`config.mk`:
```
export PLATFORM = sky130hd
export DESIGN_NAME = hazard_sched_flat
export DESIGN_NICKNAME = d
export VERILOG_FILES = /design/src/rtl/hazard_pkg.sv /design/src/rtl/hazard_sched_if.sv /design/src/rtl/hazard_sched_muldiv_seq.sv /design/src/rtl/hazard_sched.sv /design/src/flat_wrapper.sv
export SDC_FILE = /design/constraint.sdc
export NUM_CORES = 1
export LEC_CHECK = 0
export CAP_MARGIN = 20
export CORE_MARGIN = 1.5
export CORE_UTILIZATION = 34
export DETAILED_ROUTE_END_ITERATION = 8
export PLACE_DENSITY = 0.82
export SLEW_MARGIN = 30
export SYNTH_ARGS = -nofsm -noshare
export SYNTH_HDL_FRONTEND = slang
export SYNTH_SLANG_ARGS = --single-unit
```
`constraint.sdc`:
```
create_clock -name clk -period 2.1 [get_ports clk]
set_clock_uncertainty 0.05 [all_clocks]
set_input_delay 0.42 -clock clk [delete_from_list [all_inputs] [get_ports clk]]
set_output_delay 0.42 -clock clk [all_outputs]
set_load 0.02 [all_outputs]
```
`src/rtl/hazard_pkg.sv`:
```
// Shared definitions for the pipeline hazard scheduler.
//   - Forwarding mux encodings used by the E-stage operand muxes.
//   - Multiply/divide sequencer state encoding.
//   - Small helpers for register-match and forward-select decoding.
package hazard_pkg;

    localparam logic [1:0] FWD_RF  = 2'b00;  // operand from register file
    localparam logic [1:0] FWD_WB  = 2'b01;  // operand from W-stage result
    localparam logic [1:0] FWD_MEM = 2'b10;  // operand from M-stage ALU result

    typedef enum logic [1:0] {
        MD_IDLE = 2'd0,
        MD_BUSY = 2'd1,
        MD_DONE = 2'd2
    } md_state_e;

    // True when a producer writes a nonzero register read by either source.
    function automatic logic dst_match(input logic [4:0] dst,
                                       input logic [4:0] src_a,
                                       input logic [4:0] src_b);
        return (dst != 5'd0) && ((dst == src_a) || (dst == src_b));
    endfunction

    // M stage has priority since it holds the younger result.
    function automatic logic [1:0] fwd_sel(input logic [4:0] src,
                                           input logic [4:0] wr_m,
                                           input logic       rw_m,
                                           input logic [4:0] wr_w,
                                           input logic       rw_w);
        logic [1:0] sel;
        sel = FWD_RF;
        if (src != 5'd0 && src == wr_m && rw_m) begin
            sel = FWD_MEM;
        end else if (src != 5'd0 && src == wr_w && rw_w) begin
            sel = FWD_WB;
        end
        return sel;
    endfunction

endpackage

```
`src/rtl/hazard_sched_if.sv`:
```
// Bundle between the datapath and the hazard scheduler.
//   master: the scheduler (reads pipeline register fields, drives controls).
//   slave : the datapath (drives register fields, consumes controls).
interface hazard_sched_if;
    logic [4:0] RsD, RtD, RsE, RtE;
    logic [4:0] WriteRegE, WriteRegM, WriteRegW;
    logic       RegWriteE, RegWriteM, RegWriteW;
    logic       MemtoRegE, MemtoRegM;
    logic       BranchD, PCSrcD;
    logic       MulDivD, HiLoReadD;
    logic       MulDivStartE, MulDivOpE;
    logic       StallF, StallD, FlushD, FlushE;
    logic [1:0] ForwardAE, ForwardBE;
    logic       ForwardAD, ForwardBD;
    logic       MdBusy, MdDone;

    modport master (
        input  RsD, RtD, RsE, RtE, WriteRegE, WriteRegM, WriteRegW,
               RegWriteE, RegWriteM, RegWriteW, MemtoRegE, MemtoRegM,
               BranchD, PCSrcD, MulDivD, HiLoReadD, MulDivStartE, MulDivOpE,
        output StallF, StallD, FlushD, FlushE, ForwardAE, ForwardBE,
               ForwardAD, ForwardBD, MdBusy, MdDone
    );

    modport slave (
        output RsD, RtD, RsE, RtE, WriteRegE, WriteRegM, WriteRegW,
               RegWriteE, RegWriteM, RegWriteW, MemtoRegE, MemtoRegM,
               BranchD, PCSrcD, MulDivD, HiLoReadD, MulDivStartE, MulDivOpE,
        input  StallF, StallD, FlushD, FlushE, ForwardAE, ForwardBE,
               ForwardAD, ForwardBD, MdBusy, MdDone
    );
endinterface

```
`src/rtl/hazard_sched_muldiv_seq.sv`:
```
// Multiply/divide busy/done sequencer.
// Ports:
//   clk, reset_n : clock, asynchronous active-low reset
//   i_start      : MD instruction in E starts the unit this cycle
//   i_op         : 0 = multiply, 1 = divide
//   o_busy       : unit computing
//   o_done       : one-cycle pulse, HI/LO written at end of this cycle
module muldiv_seq
    import hazard_pkg::*;
#(
    parameter int unsigned MUL_CYCLES = 4,
    parameter int unsigned DIV_CYCLES = 32
) (
    input  logic clk,
    input  logic reset_n,
    input  logic i_start,
    input  logic i_op,
    output logic o_busy,
    output logic o_done
);

    localparam int unsigned MaxCycles = (MUL_CYCLES > DIV_CYCLES) ? MUL_CYCLES : DIV_CYCLES;
    localparam int unsigned CntW      = (MaxCycles > 1) ? $clog2(MaxCycles) : 1;
    localparam logic [CntW-1:0] MulLoad = CntW'(MUL_CYCLES - 1);
    localparam logic [CntW-1:0] DivLoad = CntW'(DIV_CYCLES - 1);

    md_state_e       r_state, w_state_nxt;
    logic [CntW-1:0] r_cnt, w_cnt_nxt;
    logic [CntW-1:0] w_load;

    assign w_load = i_op ? DivLoad : MulLoad;

    always_comb begin
        w_state_nxt = r_state;
        w_cnt_nxt   = r_cnt;
        unique case (r_state)
            MD_IDLE: begin
                if (i_start) begin
                    w_cnt_nxt   = w_load;
                    w_state_nxt = MD_BUSY;
                end
            end
            // A start while busy cannot happen (dependent MD ops are stalled).
            MD_BUSY: begin
                if (r_cnt == '0) begin
                    w_state_nxt = MD_DONE;
                end else begin
                    w_cnt_nxt = r_cnt - CntW'(1);
                end
            end
            MD_DONE: begin
                if (i_start) begin
                    w_cnt_nxt   = w_load;
                    w_state_nxt = MD_BUSY;
                end else begin
                    w_state_nxt = MD_IDLE;
                end
            end
            default: w_state_nxt = MD_IDLE;
        endcase
    end

    always_ff @(posedge clk or negedge reset_n) begin
        if (!reset_n) begin
            r_state <= MD_IDLE;
            r_cnt   <= '0;
        end else begin
            r_state <= w_state_nxt;
            r_cnt   <= w_cnt_nxt;
        end
    end

    assign o_busy = (r_state == MD_BUSY);
    assign o_done = (r_state == MD_DONE);

endmodule

```
`src/rtl/hazard_sched.sv`:
```
// Central hazard controller of the 5-stage MIPS pipeline.
// Ports:
//   clk, reset_n : clock, asynchronous active-low reset
//   hz           : hazard_sched_if.master -- pipeline register fields in,
//                  stall/flush/forward/MD status controls out
// All controls are forced low while reset_n is low.
module hazard_sched
    import hazard_pkg::*;
#(
    parameter int unsigned MUL_CYCLES = 4,
    parameter int unsigned DIV_CYCLES = 32
) (
    input  logic           clk,
    input  logic           reset_n,
    hazard_sched_if.master hz
);

    logic       w_md_busy, w_md_done;
    logic       w_lwstall, w_brstall, w_mdstall, w_stall;
    logic [1:0] w_fwd_ae, w_fwd_be;
    logic       w_fwd_ad, w_fwd_bd;

    muldiv_seq #(
        .MUL_CYCLES (MUL_CYCLES),
        .DIV_CYCLES (DIV_CYCLES)
    ) u_muldiv_seq (
        .clk     (clk),
        .reset_n (reset_n),
        .i_start (hz.MulDivStartE),
        .i_op    (hz.MulDivOpE),
        .o_busy  (w_md_busy),
        .o_done  (w_md_done)
    );

    assign w_fwd_ae = fwd_sel(hz.RsE, hz.WriteRegM, hz.RegWriteM, hz.WriteRegW, hz.RegWriteW);
    assign w_fwd_be = fwd_sel(hz.RtE, hz.WriteRegM, hz.RegWriteM, hz.WriteRegW, hz.RegWriteW);
    assign w_fwd_ad = (hz.RsD != 5'd0) && (hz.RsD == hz.WriteRegM) && hz.RegWriteM;
    assign w_fwd_bd = (hz.RtD != 5'd0) && (hz.RtD == hz.WriteRegM) && hz.RegWriteM;

    assign w_lwstall = hz.MemtoRegE && dst_match(hz.WriteRegE, hz.RsD, hz.RtD);
    // Branches compare in D, so any ALU result still in E, or a load still in M, must wait.
    assign w_brstall = hz.BranchD &&
                       ((hz.RegWriteE && dst_match(hz.WriteRegE, hz.RsD, hz.RtD)) ||
                        (hz.MemtoRegM && dst_match(hz.WriteRegM, hz.RsD, hz.RtD)));
    // In DONE the HI/LO write lands before a reader in D reaches E, so no stall there.
    assign w_mdstall = (w_md_busy || hz.MulDivStartE) && (hz.HiLoReadD || hz.MulDivD);
    assign w_stall   = w_lwstall | w_brstall | w_mdstall;

    assign hz.StallF    = reset_n & w_stall;
    assign hz.StallD    = reset_n & w_stall;
    assign hz.FlushE    = reset_n & w_stall;
    // A stalled branch is re-evaluated next cycle, so the squash waits.
    assign hz.FlushD    = reset_n & hz.PCSrcD & ~w_stall;
    assign hz.ForwardAE = reset_n ? w_fwd_ae : FWD_RF;
    assign hz.ForwardBE = reset_n ? w_fwd_be : FWD_RF;
    assign hz.ForwardAD = reset_n & w_fwd_ad;
    assign hz.ForwardBD = reset_n & w_fwd_bd;
    assign hz.MdBusy    = reset_n & w_md_busy;
    assign hz.MdDone    = reset_n & w_md_done;

endmodule

```
`src/flat_wrapper.sv`:
```
// flat-port wrapper written by rule: the top's interface ports become plain ports
module hazard_sched_flat import hazard_pkg::*;
#(
    parameter int unsigned MUL_CYCLES = 4,
    parameter int unsigned DIV_CYCLES = 32
)
  (clk, reset_n, hz_RsD, hz_RtD, hz_RsE, hz_RtE, hz_WriteRegE, hz_WriteRegM, hz_WriteRegW, hz_RegWriteE, hz_RegWriteM, hz_RegWriteW, hz_MemtoRegE, hz_MemtoRegM, hz_BranchD, hz_PCSrcD, hz_MulDivD, hz_HiLoReadD, hz_MulDivStartE, hz_MulDivOpE, hz_StallF, hz_StallD, hz_FlushD, hz_FlushE, hz_ForwardAE, hz_ForwardBE, hz_ForwardAD, hz_ForwardBD, hz_MdBusy, hz_MdDone);
  hazard_sched_if hz_i ();
  input  logic clk;
  input  logic reset_n;
  input wire logic [$bits(hz_i.RsD)-1:0] hz_RsD;
  input wire logic [$bits(hz_i.RtD)-1:0] hz_RtD;
  input wire logic [$bits(hz_i.RsE)-1:0] hz_RsE;
  input wire logic [$bits(hz_i.RtE)-1:0] hz_RtE;
  input wire logic [$bits(hz_i.WriteRegE)-1:0] hz_WriteRegE;
  input wire logic [$bits(hz_i.WriteRegM)-1:0] hz_WriteRegM;
  input wire logic [$bits(hz_i.WriteRegW)-1:0] hz_WriteRegW;
  input wire logic [$bits(hz_i.RegWriteE)-1:0] hz_RegWriteE;
  input wire logic [$bits(hz_i.RegWriteM)-1:0] hz_RegWriteM;
  input wire logic [$bits(hz_i.RegWriteW)-1:0] hz_RegWriteW;
  input wire logic [$bits(hz_i.MemtoRegE)-1:0] hz_MemtoRegE;
  input wire logic [$bits(hz_i.MemtoRegM)-1:0] hz_MemtoRegM;
  input wire logic [$bits(hz_i.BranchD)-1:0] hz_BranchD;
  input wire logic [$bits(hz_i.PCSrcD)-1:0] hz_PCSrcD;
  input wire logic [$bits(hz_i.MulDivD)-1:0] hz_MulDivD;
  input wire logic [$bits(hz_i.HiLoReadD)-1:0] hz_HiLoReadD;
  input wire logic [$bits(hz_i.MulDivStartE)-1:0] hz_MulDivStartE;
  input wire logic [$bits(hz_i.MulDivOpE)-1:0] hz_MulDivOpE;
  output wire logic [$bits(hz_i.StallF)-1:0] hz_StallF;
  output wire logic [$bits(hz_i.StallD)-1:0] hz_StallD;
  output wire logic [$bits(hz_i.FlushD)-1:0] hz_FlushD;
  output wire logic [$bits(hz_i.FlushE)-1:0] hz_FlushE;
  output wire logic [$bits(hz_i.ForwardAE)-1:0] hz_ForwardAE;
  output wire logic [$bits(hz_i.ForwardBE)-1:0] hz_ForwardBE;
  output wire logic [$bits(hz_i.ForwardAD)-1:0] hz_ForwardAD;
  output wire logic [$bits(hz_i.ForwardBD)-1:0] hz_ForwardBD;
  output wire logic [$bits(hz_i.MdBusy)-1:0] hz_MdBusy;
  output wire logic [$bits(hz_i.MdDone)-1:0] hz_MdDone;
  assign hz_i.RsD = hz_RsD;
  assign hz_i.RtD = hz_RtD;
  assign hz_i.RsE = hz_RsE;
  assign hz_i.RtE = hz_RtE;
  assign hz_i.WriteRegE = hz_WriteRegE;
  assign hz_i.WriteRegM = hz_WriteRegM;
  assign hz_i.WriteRegW = hz_WriteRegW;
  assign hz_i.RegWriteE = hz_RegWriteE;
  assign hz_i.RegWriteM = hz_RegWriteM;
  assign hz_i.RegWriteW = hz_RegWriteW;
  assign hz_i.MemtoRegE = hz_MemtoRegE;
  assign hz_i.MemtoRegM = hz_MemtoRegM;
  assign hz_i.BranchD = hz_BranchD;
  assign hz_i.PCSrcD = hz_PCSrcD;
  assign hz_i.MulDivD = hz_MulDivD;
  assign hz_i.HiLoReadD = hz_HiLoReadD;
  assign hz_i.MulDivStartE = hz_MulDivStartE;
  assign hz_i.MulDivOpE = hz_MulDivOpE;
  assign hz_StallF = hz_i.StallF;
  assign hz_StallD = hz_i.StallD;
  assign hz_FlushD = hz_i.FlushD;
  assign hz_FlushE = hz_i.FlushE;
  assign hz_ForwardAE = hz_i.ForwardAE;
  assign hz_ForwardBE = hz_i.ForwardBE;
  assign hz_ForwardAD = hz_i.ForwardAD;
  assign hz_ForwardBD = hz_i.ForwardBD;
  assign hz_MdBusy = hz_i.MdBusy;
  assign hz_MdDone = hz_i.MdDone;
  hazard_sched #(.MUL_CYCLES(MUL_CYCLES), .DIV_CYCLES(DIV_CYCLES)) u_core (.clk(clk), .reset_n(reset_n), .hz(hz_i));
endmodule
```
# After elaboration in Yosys (flattened, before gate mapping)
# Cells that the tools add are included.
# word_totals
input_bits	48
register_bits	7
wordCells	79
# classes
add_sub_neg	1
reduce_logical	36
muxes	14
n_eq_ne	16
bitwise	10
# ops
cell	count
$eq A5 B5 Y1	10
$reduce_bool A5 Y1	6
$logic_and A1 B1 Y1	19
$mux W5	3
$mux W2	6
$pmux W5 S2	1
$and A1 B1 Y1	7
$ne A2 B2 Y1 const B	3
$pmux W2 S3	1
$logic_not A5 Y1	1
$logic_or A1 B1 Y1	5
$sub A5 B1 Y5 const B	1
$mux W1	3
$reduce_and A3 Y1	1
$eq A2 B1 Y1 const B	1
$eq A2 B2 Y1 const B	1
$logic_not A2 Y1	1
$ne A2 B1 Y1 const B	1
$or A1 B1 Y1	2
$reduce_and A2 Y1	1
$reduce_bool A2 Y1	1
$reduce_or A2 Y1	1
$not A1 Y1	1

# Depth between registers and ports, before layout
# Gate-level depths: netlist of the first run.
# depth
ltp_word	10
ltp_mapped	8
ltp_nobuf	8

# By module
# Synthesis of the first run repeated with hierarchy kept, for this count alone.
# hier_totals
hier_cells	133
area_unflattened_um2	1108.6
# by_module_without_submodules
module	seq_area_each_um2	n_inst	cells_each	area_per_inst_um2
hazard_sched	0.0	1	93	704.4
muldiv_seq	175.2	1	40	404.1

# Worst setup path after synthesis of the first run
# Ideal clock, no wire load.
# synth_timing
path_kind	input -> output
from	in hz_WriteRegM[2]
to	out hz_StallD
arrival_ns	1.951
cell_stages	7
path_slack_ns	-0.321
path_buffers	2
path_cell_list	clkbuf_1 > xor2_1 > nor3_1 > nand3_1 > a21o_1 > a31oi_1 > buf_4
# synth_via
elab_chain_cells	9
word_cells_on_any_way	11
cone_classes	eq/ne (2); bitwise (3); reduce/logical (6)
# synth_rtl
item	line_no	rtl
start: declaration	flat_wrapper.sv:16	input wire logic [$bits(hz_i.WriteRegM)-1:0] hz_WriteRegM;
$eq A5 B5 Y1	hazard_pkg.sv:21	return (dst != 5'd0) && ((dst == src_a) || (dst == src_b));
$logic_or A1 B1 Y1	hazard_pkg.sv:21	
$logic_and A1 B1 Y1 *	hazard_pkg.sv:21	
$logic_and A1 B1 Y1 *	hazard_sched.sv:44	(hz.MemtoRegM && dst_match(hz.WriteRegM, hz.RsD, hz.RtD)));
$logic_or A1 B1 Y1 *	hazard_sched.sv:43	((hz.RegWriteE && dst_match(hz.WriteRegE, hz.RsD, hz.RtD)) ||
$logic_and A1 B1 Y1 *	hazard_sched.sv:42	assign w_brstall = hz.BranchD &&
$or A1 B1 Y1 * (2 in series)	hazard_sched.sv:47	assign w_stall = w_lwstall | w_brstall | w_mdstall;
$and A1 B1 Y1 *	--	
end: declaration	flat_wrapper.sv:30	output wire logic [$bits(hz_i.StallD)-1:0] hz_StallD;
# Mark *: on every way between the ends. The rest lies on a longest branch, timed or not.

# Worst setup path in the final report of the first run
# layout_timing
from	in hz_WriteRegM[3]
to	out hz_FlushD
# layout_via
elab_chain_cells	10
word_cells_on_any_way	12
cone_classes	eq/ne (2); bitwise (4); reduce/logical (6)
# layout_rtl
item	line_no	rtl
$eq A5 B5 Y1	hazard_pkg.sv:21	
$logic_or A1 B1 Y1	hazard_pkg.sv:21	
$logic_and A1 B1 Y1 *	hazard_pkg.sv:21	
$logic_and A1 B1 Y1 *	hazard_sched.sv:44	
$logic_or A1 B1 Y1 *	hazard_sched.sv:43	
$logic_and A1 B1 Y1 *	hazard_sched.sv:42	
$or A1 B1 Y1 * (2 in series)	hazard_sched.sv:47	
$not A1 Y1 *	hazard_sched.sv:53	assign hz.FlushD = reset_n & hz.PCSrcD & ~w_stall;
$and A1 B1 Y1 *	hazard_sched.sv:53	
end: declaration	flat_wrapper.sv:31	output wire logic [$bits(hz_i.FlushD)-1:0] hz_FlushD;
# Marked as above.

==> impl_results.md, run 1 <==
* Final Core Density at between 70% and 80%
* Max-Cap Viols at 0
* Die Y at around 58 um
* Clk Latency, worst-skew pair at around 0.26 ns
* Register area share after synthesis at between 10% and 20%
* Worst EP arrival at approximately 1.9 ns
* Largest family of logic cells by synthesized area: XOR/XNOR gates
* Fin crit period at 2.34 ns
* Share of the synthesized area in the top cell type at 22.0%
* Layout cells sized above 1 at between 40% and 50%
* Sw Share at between 40 and 50%
* Antenna cells at 0
* Worst slew pin tran at 0.320 ns
* Power after layout at between 1 and 1.5 mW
* Worst slack, placed at -0.971 ns
* DP Area at approximately 1900 sq um
* Synth Area in Compound Gates at 13.1%
* Logic pwr share at approximately 64%
* Post-synthesis cell count at between 100 and 150
* Adder-Cell Fraction of Synth Area at roughly 2.4%
* Gpl congestion at between 0.7 and 0.8
* Num ports at 60
* DR iter-0 viols at 39
* Wire per inst at ~18 um
* Final instance area at between 2000 and 2500 sq um
* XOR/XNOR Fraction of Synth Area at between 30 and 40%
* Synth Flop Type: dfrtp_1
* Count of input and output buffers at 59
* Synth Net Count at roughly 180
* All-Layer GR Usage at 24.3%
* # rows at 19
* Pin count of the biggest net entering global routing at 10
* Num CTS Buffers at 3
* Avg Inst Size Synth at around 8 sq um
* Synth area leaders: xnor2_1 22%, dfrtp_1 17%, xor2_1 12%, nor3_1 4.3%, nor2_1 3.6%
* Seq cells post-synth at 7
* Fin cells at roughly 260
* Outcome: finished, violations left
* Worst vdd ir at 0.000225 V
* Clk pwr share at roughly an eighth
* Startpoint types: primary input
* Post-synthesis mux area share at 0%
* RSZ-0062 raised after global routing: yes
* Worst-path clk slew at approximately 0.060 ns
* Pleak at 0.931 nW
* Ys async rst share at 100%
* Layout area overhead at 102%
* Final Hold Vio Count at 0
* Final Setup Violations at 5
* Psw at 452 uW
* Worst Path Required at ~1.6 ns
* Sequential Area at approximately 180 sq um
* Die width at 58.2 um
* Power Density at roughly 510 nW/um^2
* Remaining routing DRC violations at 2
* Drt first pass iters at 8
* Hold-fix buffers, CTS at 0
* CP max FO at 3
* Clk buf depth at 2
* HPWL Detailed at between 2 and 3 mm
* Synth Warn # at 0
* CTS Root Cell: clkbuf_4
* Sequential Power Share at a little under a quarter
* Htree depth at 1
* Initial core utilization at 36.7%
* First-pass GRT wire length at between 6 and 7 mm
* Relative slew margins at around four fifths
* Crit share post-route at 112%
* Synth area leader: xnor2_1
* Max Freq at between 0.4 and 0.5 GHz
* Gr ovfl total at 0
* Die area at 3390 sq um
* CTS sink cnt at 7
* Post-Syn Area at between 1000 and 1500 sq um
* Post-synth cell types at 36
* CP Class: in2out
* DP Cell Count at about 250
* Fillers at 184
* Synth Area in Simple Gates at between 20 and 30%
* Initial antenna violation count at 0
* EDFF count, synth at 0
* Max Slew Vio Count at 0
* Routed Antenna Nets at 0
* Via density at ~5.5
* Pint at ~610 uW
* CTS tree: built
* Core Box Area at around 2800 sq um
* Via count at between 1000 and 1500
* Worst setup EP type: output pin
* Final nets at about 280
* WL final at around 4.5 mm
* Min setup slack post-route at -0.243 ns
* Multi-input gate area at around 1000 sq um
* Vias in the first global route at 1479
* Hold Path Class: in2async
* Failing checks: DRC, setup timing
## layout make-up
| cell class | instances | area share [%] |
|---|---|---|
| inverter | 6 | 1.08 |
| tap | 31 | 1.86 |
| timing repair buffer | 96 | 39.6 |
| multi-input combinational | 112 | 47.8 |
| sequential | 7 | 8.38 |
| clock buffer | 4 | 1.26 |
## cell usage after synthesis (all sizes together), types with 2 or more instances
cell / instances
xnor2: 26
xor2: 14
nor2: 10
nor3: 9
a21oi: 7
dfrtp: 7
nand3: 7
inv: 6
or4: 5
buf: 4
clkbuf: 4
nand4: 4
nor4: 4
nand2: 3
o21ai: 3
a31oi: 2
and2: 2
ha: 2
## state kept, by name (all words and copies together) (netlist names)
register / flops
u_core.u_muldiv_seq.r_cnt: 5
u_core.u_muldiv_seq.r_state: 2
## power groups by stage
| stage | sequential [mW] | combinational (mW) | clock [mW] |
|---|---|---|---|
| after CTS | 0.248 | 0.646 | 0.130 |
| after floorplan | 0.233 | 0.384 | 0 |
| final | 0.252 | 0.682 | 0.131 |
| after global placement | 0.244 | 0.597 | 0 |
| after global routing | 0.255 | 0.729 | 0.138 |
| after detailed placement | 0.252 | 0.635 | 0 |
## stage by stage
stage,hold WS (ns),TNS [ns]
finish,0.524,-0.734
CTS,0.529,-0.503
global placement,0.497,-8.58
floorplan,0.0744,-0.142
global route,0.542,-1.04
detailed placement,0.532,-9.03
## cell families after synthesis
family,Yosys count
adder cells (fa/ha/maj),2
flip-flops,7
XOR/XNOR,40
AO/OA/AOI/OAI,19
buffers and inverters,14
AND/OR/NAND/NOR,51
## placed cells by master (no fill, tap or decap), types with 2 or more instances in the layout
cell type        Yosys  routed
or4_4                0       4
nand2_1              3       3
ha_1                 2       2
xnor2_1             26      18
a21oi_1              7       7
xor2_1              14      13
nor2_4               0       3
buf_6                0      19
clkbuf_2             0       8
dlygate4sd2_1        0      15
nand3_1              7       6
clkbuf_4             0       3
dlymetal6s2s_1       0       4
inv_1                5       5
nor2_1              10       7
nor3_2               0       5
clkdlybuf4s50_1      0      10
buf_2                1       6
xnor2_2              0       8
nor3_1               9       4
nor4_4               0       2
nand4_1              4       4
nor4_2               0       2
dfrtp_1              7       7
buf_4                2      33
## worst max-delay path, stage by stage
cell and delay, ns:
buf_6 0.10, or4_4 0.52, o211ai_1 0.26, a21o_1 0.21, and4b_1 0.24, buf_6 0.13
## routing by layer
layer  routed length, um  up-vias  GRT usage [%]
met4                 159        0           11.6
met1                1620      662           25.6
met5                   0        -              0
met2                2500       80           47.6
li1                    -      652              -
met3                 236       18           2.23
## repair_timing
item,CTS,global route
setup buffers,4,3
setup endpoints to repair,12,11
hold endpoints to repair,0,0
gates resized for setup,160,41
pin swaps,26,21
## worst paths after layout
kind                                                    from                             end  slack (ns)  cells past startpoint
min in group clk                u_core.u_muldiv_seq.r_cnt[1]    u_core.u_muldiv_seq.r_cnt[1]        0.54                      2
worst min register to register  u_core.u_muldiv_seq.r_cnt[1]    u_core.u_muldiv_seq.r_cnt[1]        0.54                      2
worst min-delay path                                 reset_n  u_core.u_muldiv_seq.r_state[1]        0.52                      3
worst max-delay path                         hz_WriteRegM[3]                       hz_FlushD       -0.24                      6
worst max register to register  u_core.u_muldiv_seq.r_cnt[0]    u_core.u_muldiv_seq.r_cnt[4]        0.20                      8
max in group asynchronous                            reset_n    u_core.u_muldiv_seq.r_cnt[4]        1.36                      3
(Power assumes the default switching activity.)
==> inputs of run 2 (changes only) <==
--- a/config.mk
+++ b/config.mk
@@ -11,3 +11,3 @@
 export DETAILED_ROUTE_END_ITERATION = 8
-export PLACE_DENSITY = 0.82
+export PLACE_DENSITY_LB_ADDON = 0.3
 export SLEW_MARGIN = 30
==> constraint.sdc (replaced) <==
create_clock -name clk -period 2.1 [get_ports clk]
set_clock_uncertainty 0.05 [all_clocks]
set_input_delay 0.525 -clock clk [delete_from_list [all_inputs] [get_ports clk]]
set_output_delay 0.525 -clock clk [all_outputs]
set_load 0.02 [all_outputs]
==> impl_results.md, run 2 (synthesis gave the netlist of run 1 again) <==
* Clk Latency, worst-skew pair at 0.26 ns (about the same)
* Relative slew margins at 80.3% (+1.6 points)
* Outcome: finished, violations left
* Logic pwr share at 64.4% (+0.4 points)
* Gr ovfl total at 0 (unchanged)
* Max-Cap Viols at 0 (unchanged)
* Antenna cells at 0 (unchanged)
* CTS tree: built
* Max incr delay on CP at 0.52 ns (about the same)
* Failing checks: DRC, setup timing
* Max Freq at 0.417 GHz (-2.4%)
* Htree depth at 1 (unchanged)
* Core Box Area at 2830 sq um (unchanged)
* Final Hold Vio Count at 0 (unchanged)
* Worst-path clk slew at 0.06 ns (about the same)
* Die width at 58.2 um (unchanged)
* Worst Path Required at 1.52 ns (-0.11 ns)
* Gpl congestion at 0.847 (+9.8%)
* Die Y at 58.2 um (unchanged)
* All-Layer GR Usage at 22.7% (-1.6 points)
* Fillers at 177 (-3.8%)
* Min setup slack post-route at -0.300 ns (-0.0576 ns)
* HPWL Detailed at 2.98 mm (+2.3%)
* Initial antenna violation count at 0 (unchanged)
* Worst EP arrival at 1.83 ns (-0.04 ns)
* Num ports at 60 (unchanged)
* Worst r2r dst: u_core.u_muldiv_seq.r_cnt[4]
* Fin crit period at 2.40 ns (+0.0576 ns)
* Vias in the first global route at 1411 (-4.6%)
* Sw Share at 41.4% (-0.94 points)
* Commonest non-fill, non-tap cell in the layout: buf_4
* Commonest cells after routing, fill and taps aside: 29 x buf_4, 23 x buf_6, 19 x xnor2_1, 14 x dlygate4sd2_1
* Pint at 619 uW (+0.77%)
* Pleak at 0.891 nW (-4.2%)
* Final Setup Violations at 9 (+4)
* Initial core utilization at 36.7% (unchanged)
* # rows at 19 (unchanged)
* Pin count of the biggest net entering global routing at 10 (unchanged)
* RSZ-0062 raised after global routing: yes
* Power Density at 497 nW/um^2 (-2.5%)
* Crit share post-route at 114% (+2.7 points)
* Power after layout at 1.06 mW (-0.86%)
* Die area at 3390 sq um (unchanged)
* Worst slew pin tran at 0.292 ns (-0.0278 ns)
* Reg2Reg Setup Slack at 0.21 ns (about the same)
* Max Slew Vio Count at 0 (unchanged)
* Sequential Power Share at 23.4% (-0.3 points)
* Multi-input gate area at 1030 sq um (+2.6%)
* Worst setup EP type: output pin
* Drt first pass iters at 6 (-2)
* DR iter-0 viols at 63 (+62%)
* Via count at 1344 (-4.8%)
* Worst R2R Start: u_core.u_muldiv_seq.r_cnt[0]
* CP most frequent cell: buf_6
* Layout cells sized above 1 at 46.4% (+0.17 points)
* Critical-path top delay cell: or4_4
* Top Registers: u_core.u_muldiv_seq.r_cnt: 5 flops, u_core.u_muldiv_seq.r_state: 2 flops
* Num CTS Buffers at 3 (unchanged)
* Worst reg2reg path depth at 8 (unchanged)
* WL final at 3.74 mm (-17%)
* CP max FO at 4 (+1)
* CTS Root Cell: clkbuf_4
* Final nets at 273 (-1.1%)
* Wire per inst at 14.8 um (-16%)
* First-pass GRT wire length at 6.04 mm (-4.6%)
* Count of input and output buffers at 59 (unchanged)
* Startpoint types: primary input
* Hold Path Class: in2async
* Delay-heaviest family, CP: simple AND/OR/NAND/NOR gates
* Total negative slack at -1.88 ns (-1.15 ns)
* Clk pwr share at 12.2% (about the same)
* CTS sink cnt at 7 (unchanged)
* Max reg flops at 5 (unchanged)
* Psw at 438 uW (-3.1%)
* Worst slack, placed at -1.19 ns (-0.222 ns)
* Via density at 5.31 (-3.7%)
* Crit-path cells: buf_8 -> or4_4 -> o211ai_1 -> a21o_1 -> buf_6 -> a31oi_4 -> buf_6
* Reg with most FFs: u_core.u_muldiv_seq.r_cnt
* Remaining routing DRC violations at 1 (-1)
* Layout area overhead at 105%
* Clk buf depth at 2 (unchanged)
* Worst vdd ir at 0.000282 V (+25%)
* Routed Antenna Nets at 0 (unchanged)
* Crit path buf inv count at 3 (+1)
* Sequential Area at 175 sq um (unchanged)
* CP Class: in2out
-- run 2: stage by stage --
stage | cells | cell area (sq um) | util [%] | hold slack, ns
final | 253 | 2130 | 75.1 | 0.417
after global routing | 253 | 2130 | 75.1 | 0.456
after CTS | 252 | 2080 | 73.6 | 0.417
after detailed placement | 245 | 1960 | 69.3 | 0.519
after global placement | 245 | 1960 | 69.3 | 0.500
after floorplan | 133 | 1160 | - | 0.179
-- run 2: how the worst max path moves through the flow --
stage,startpoint,to,slack [ns],cells past startpoint
floorplan,hz_WriteRegM[1],hz_StallD,-0.26,6
global placement,hz_WriteRegM[1],hz_FlushD,-1.15,6
detailed placement,hz_WriteRegM[2],hz_StallF,-1.19,8
CTS,hz_WriteRegM[4],hz_StallF,-0.30,7
global route,hz_RsD[4],hz_StallF,-0.37,8
finish,hz_WriteRegM[4],hz_StallF,-0.30,7
-- run 2: final cells by class --
cell class	count	share of cell area (%)
clock buffers	4	1.24
inverters	6	1.06
multi-input cells	112	48.3
flip-flops and latches	7	8.24
well taps	31	1.82
repair buffers	93	39.4
-- run 2: per-layer routing --
metal  track usage [%]  part of all wire [%]  up-vias  wire length (um)
met5                 0                     0        -                 0
met4              5.65                   1.2        0                46
met3              3.13                   4.5        4               170
met2              44.0                    55       52              2050
met1              25.8                    39      646              1470
li1                  -                     -      642                 -
-- run 2: worst register-to-register path: stages (launching register included) --
cell,delay [ns]
dfrtp_1,0.36
inv_1,0.12
ha_1,0.17
or4b_4,0.49
a2bb2oi_4,0.27
inv_2,0.08
nand3_1,0.09
o21ai_1,0.07
a21oi_1,0.14
-- run 2: timing repair --
item / 4_1_cts / 5_1_grt
cloned: 0 / 0
setup buffers: 5 / 1
endpoints found under the hold margin: 0 / 0
endpoints found under the setup margin: 12 / 11
pin swaps: 33 / 18
resized for setup: 201 / 13
hold buffers: 0 / 0
-- run 2: power by group through the flow --
stage	clock, mW	sequential [mW]	combinational [mW]
after floorplan	0	0.233	0.396
after global placement	0	0.245	0.621
final	0.129	0.247	0.680
after detailed placement	0	0.247	0.655
after CTS	0.130	0.246	0.665
after global routing	0.138	0.253	0.735
==> inputs of run 3 (changes only) <==
CORE_ASPECT_RATIO = 0.5   (was not set)
SLEW_MARGIN = 10   (was 30)
==> impl_results.md, run 3 (synthesis gave the netlist of run 1 again) <==
* Critical-path top delay cell: or4_4
* WP depth at 6 (-1)
* Pin count of the biggest net entering global routing at 10 (unchanged)
* All-Layer GR Usage at 24.3% (+1.6 points)
* Reg with most FFs: u_core.u_muldiv_seq.r_cnt
* Worst Path Required at 1.52 ns (about the same)
* Clk pwr share at 16.8% (+4.6 points)
* Die area at 3410 sq um (+0.58%)
* CP Class: in2out
* Clk Latency, worst-skew pair at 0.23 ns (-0.03 ns)
* Hold Path Class: in2async
* Hold-fix buffers, CTS at 0 (unchanged)
* Max-Cap Viols at 0 (unchanged)
* Initial core utilization at 37.7% (+1.1 points)
* CTS Root Cell: clkbuf_8
* Fin crit period at 2.47 ns (+0.0662 ns)
* Crit path buf inv count at 2 (-1)
* Pleak at 0.926 nW (+3.9%)
* DR iter-0 viols at 34 (-46%)
* Final Setup Violations at 10 (+1)
* CTS sink cnt at 7 (unchanged)
* Worst vdd ir at 0.000412 V (+46%)
* DP Cell Count at 246 (+0.41%)
* Vias in the first global route at 1293 (-8.4%)
* Count of input and output buffers at 59 (unchanged)
* Worst slew pin tran at 0.276 ns (-0.0163 ns)
* Num CTS Buffers at 3 (unchanged)
* Remaining routing DRC violations at 0 (-1)
* Relative slew margins at 81.4% (+1.1 points)
* # rows at 13 (-6)
* Core Box Area at 2750 sq um (-2.8%)
* Max Slew Vio Count at 0 (unchanged)
* Final nets at 272 (-0.37%)
* Htree depth at 1 (unchanged)
* Drt first pass iters at 4 (-2)
* Pint at 683 uW (+10%)
* Failing checks: setup timing
* Initial antenna violation count at 0 (unchanged)
* Worst reg2reg path depth at 8 (unchanged)
* Commonest non-fill, non-tap cell in the layout: buf_4
* Via density at 5.34 (+0.62%)
* Gr ovfl total at 0 (unchanged)
* CP most frequent cell: buf_6
* RSZ-0062 raised after global routing: yes
* Crit share post-route at 117% (+3.2 points)
* WL final at 4.69 mm (+26%)
* WHS at 0.454 ns (+0.0374 ns)
* Num ports at 60 (unchanged)
* Crit-path cells: buf_6 -> or4_4 -> o211ai_1 -> a21o_1 -> and4b_1 -> buf_6
* Max Freq at 0.405 GHz (-2.7%)
* Final Hold Vio Count at 0 (unchanged)
* Max incr delay on CP at 0.54 ns (+0.02 ns)
* Layout area overhead at 112%
* Fin cells at 258 (+2.0%)
* First-pass GRT wire length at 6.33 mm (+4.8%)
* Commonest cells after routing, fill and taps aside: 28 x buf_4, 22 x buf_6, 16 x xnor2_1, 12 x dlygate4sd2_1, 11 x xor2_1
* Logic pwr share at 61.2% (-3.2 points)
* Power Density at 516 nW/um^2 (+3.8%)
* Die width at 81.1 um (+39%)
* Total negative slack at -2.58 ns (-0.700 ns)
* Max reg flops at 5 (unchanged)
* Wire per inst at 18.2 um (+23%)
* Antenna cells at 0 (unchanged)
* Worst r2r dst: u_core.u_muldiv_seq.r_cnt[4]
* Delay-heaviest family, CP: simple AND/OR/NAND/NOR gates
* Clk buf depth at 2 (unchanged)
* Worst setup EP type: output pin
* Reg2Reg Setup Slack at 0.21 ns (about the same)
* Sw Share at 39.9% (-1.5 points)
* Startpoint types: primary input
* HPWL Detailed at 2.83 mm (-5.1%)
* Worst-path clk slew at 0.04 ns (-0.02 ns)
* Sequential Power Share at 22.0% (-1.4 points)
* Die Y at 42.1 um (-28%)
* Worst R2R Start: u_core.u_muldiv_seq.r_cnt[0]
* Min setup slack post-route at -0.367 ns (-0.0662 ns)
* Top Registers: u_core.u_muldiv_seq.r_cnt: 5 flops, u_core.u_muldiv_seq.r_state: 2 flops
* Via count at 1379 (+2.6%)
* Outcome: finished, violations left
* Worst EP arrival at 1.89 ns (+0.06 ns)
* Power after layout at 1.14 mW (+7.6%)
* Psw at 454 uW (+3.7%)
* Routed Antenna Nets at 0 (unchanged)
* Gpl congestion at 0.842 (-0.59%)
* Layout cells sized above 1 at 51.1% (+4.7 points)
* CTS tree: built
* CP max FO at 3 (-1)
-- run 3: changes by cell type in the layout (fill, tap and decap cells not counted), sizes merged --
cell           previous run  this run
clkdlybuf4s50            10         9
clkbuf                    7         6
dlymetal6s2s              0         1
dlygate4sd2              14        12
clkdlybuf4s15             4         6
-- run 3: worst max-delay path by stage --
stage / start / to / slack, ns
final: hz_WriteRegM[3] / hz_FlushD / -0.37
after global routing: hz_WriteRegE[2] / hz_StallF / -0.36
after CTS: hz_WriteRegM[3] / hz_FlushD / -0.32
after detailed placement: hz_WriteRegM[2] / hz_FlushD / -1.18
after global placement: hz_WriteRegM[2] / hz_FlushD / -1.16
after floorplan: hz_WriteRegM[1] / hz_StallD / -0.26
-- run 3: layout make-up --
cell class	instances	area [sq um]
clock buffers	4	45.0
fillers	168	547
inverters	6	22.5
multi-input cells	112	1090
flip-flops and latches	7	175
well taps	37	46.3
repair buffers	92	821
-- run 3: per-stage QoR --
stage	cell area (sq um)	setup WS (ns)	utilization [%]
floorplan	1160	-0.259	-
global placement	1930	-1.16	70.2
detailed placement	1930	-1.18	70.2
CTS	2090	-0.319	76.0
global route	2200	-0.365	80.1
finish	2200	-0.367	80.1
-- run 3: power groups by stage --
stage	clock, mW	sequential, mW	combinational (mW)
6_report	0.191	0.250	0.696
5_1_grt	0.202	0.254	0.750
4_1_cts	0.191	0.247	0.657
3_5_place_dp	0	0.248	0.636
3_3_place_gp	0	0.246	0.617
2_1_floorplan	0	0.233	0.396
-- run 3: repair_timing --
action | in CTS | in global routing
setup buffers | 5 | 4
pin swaps | 33 | 22
gates resized for setup | 203 | 22
setup endpoints to repair | 12 | 11
-- run 3: layer usage --
| metal | vias to the layer above | part of all wire (%) | global-route usage, % |
|---|---|---|---|
| met5 | - | 0 | 0 |
| met4 | 0 | 3.3 | 5.17 |
| met3 | 16 | 4.8 | 2.17 |
| met2 | 55 | 50 | 41.3 |
| met1 | 666 | 42 | 33.4 |
| li1 | 642 | - | - |
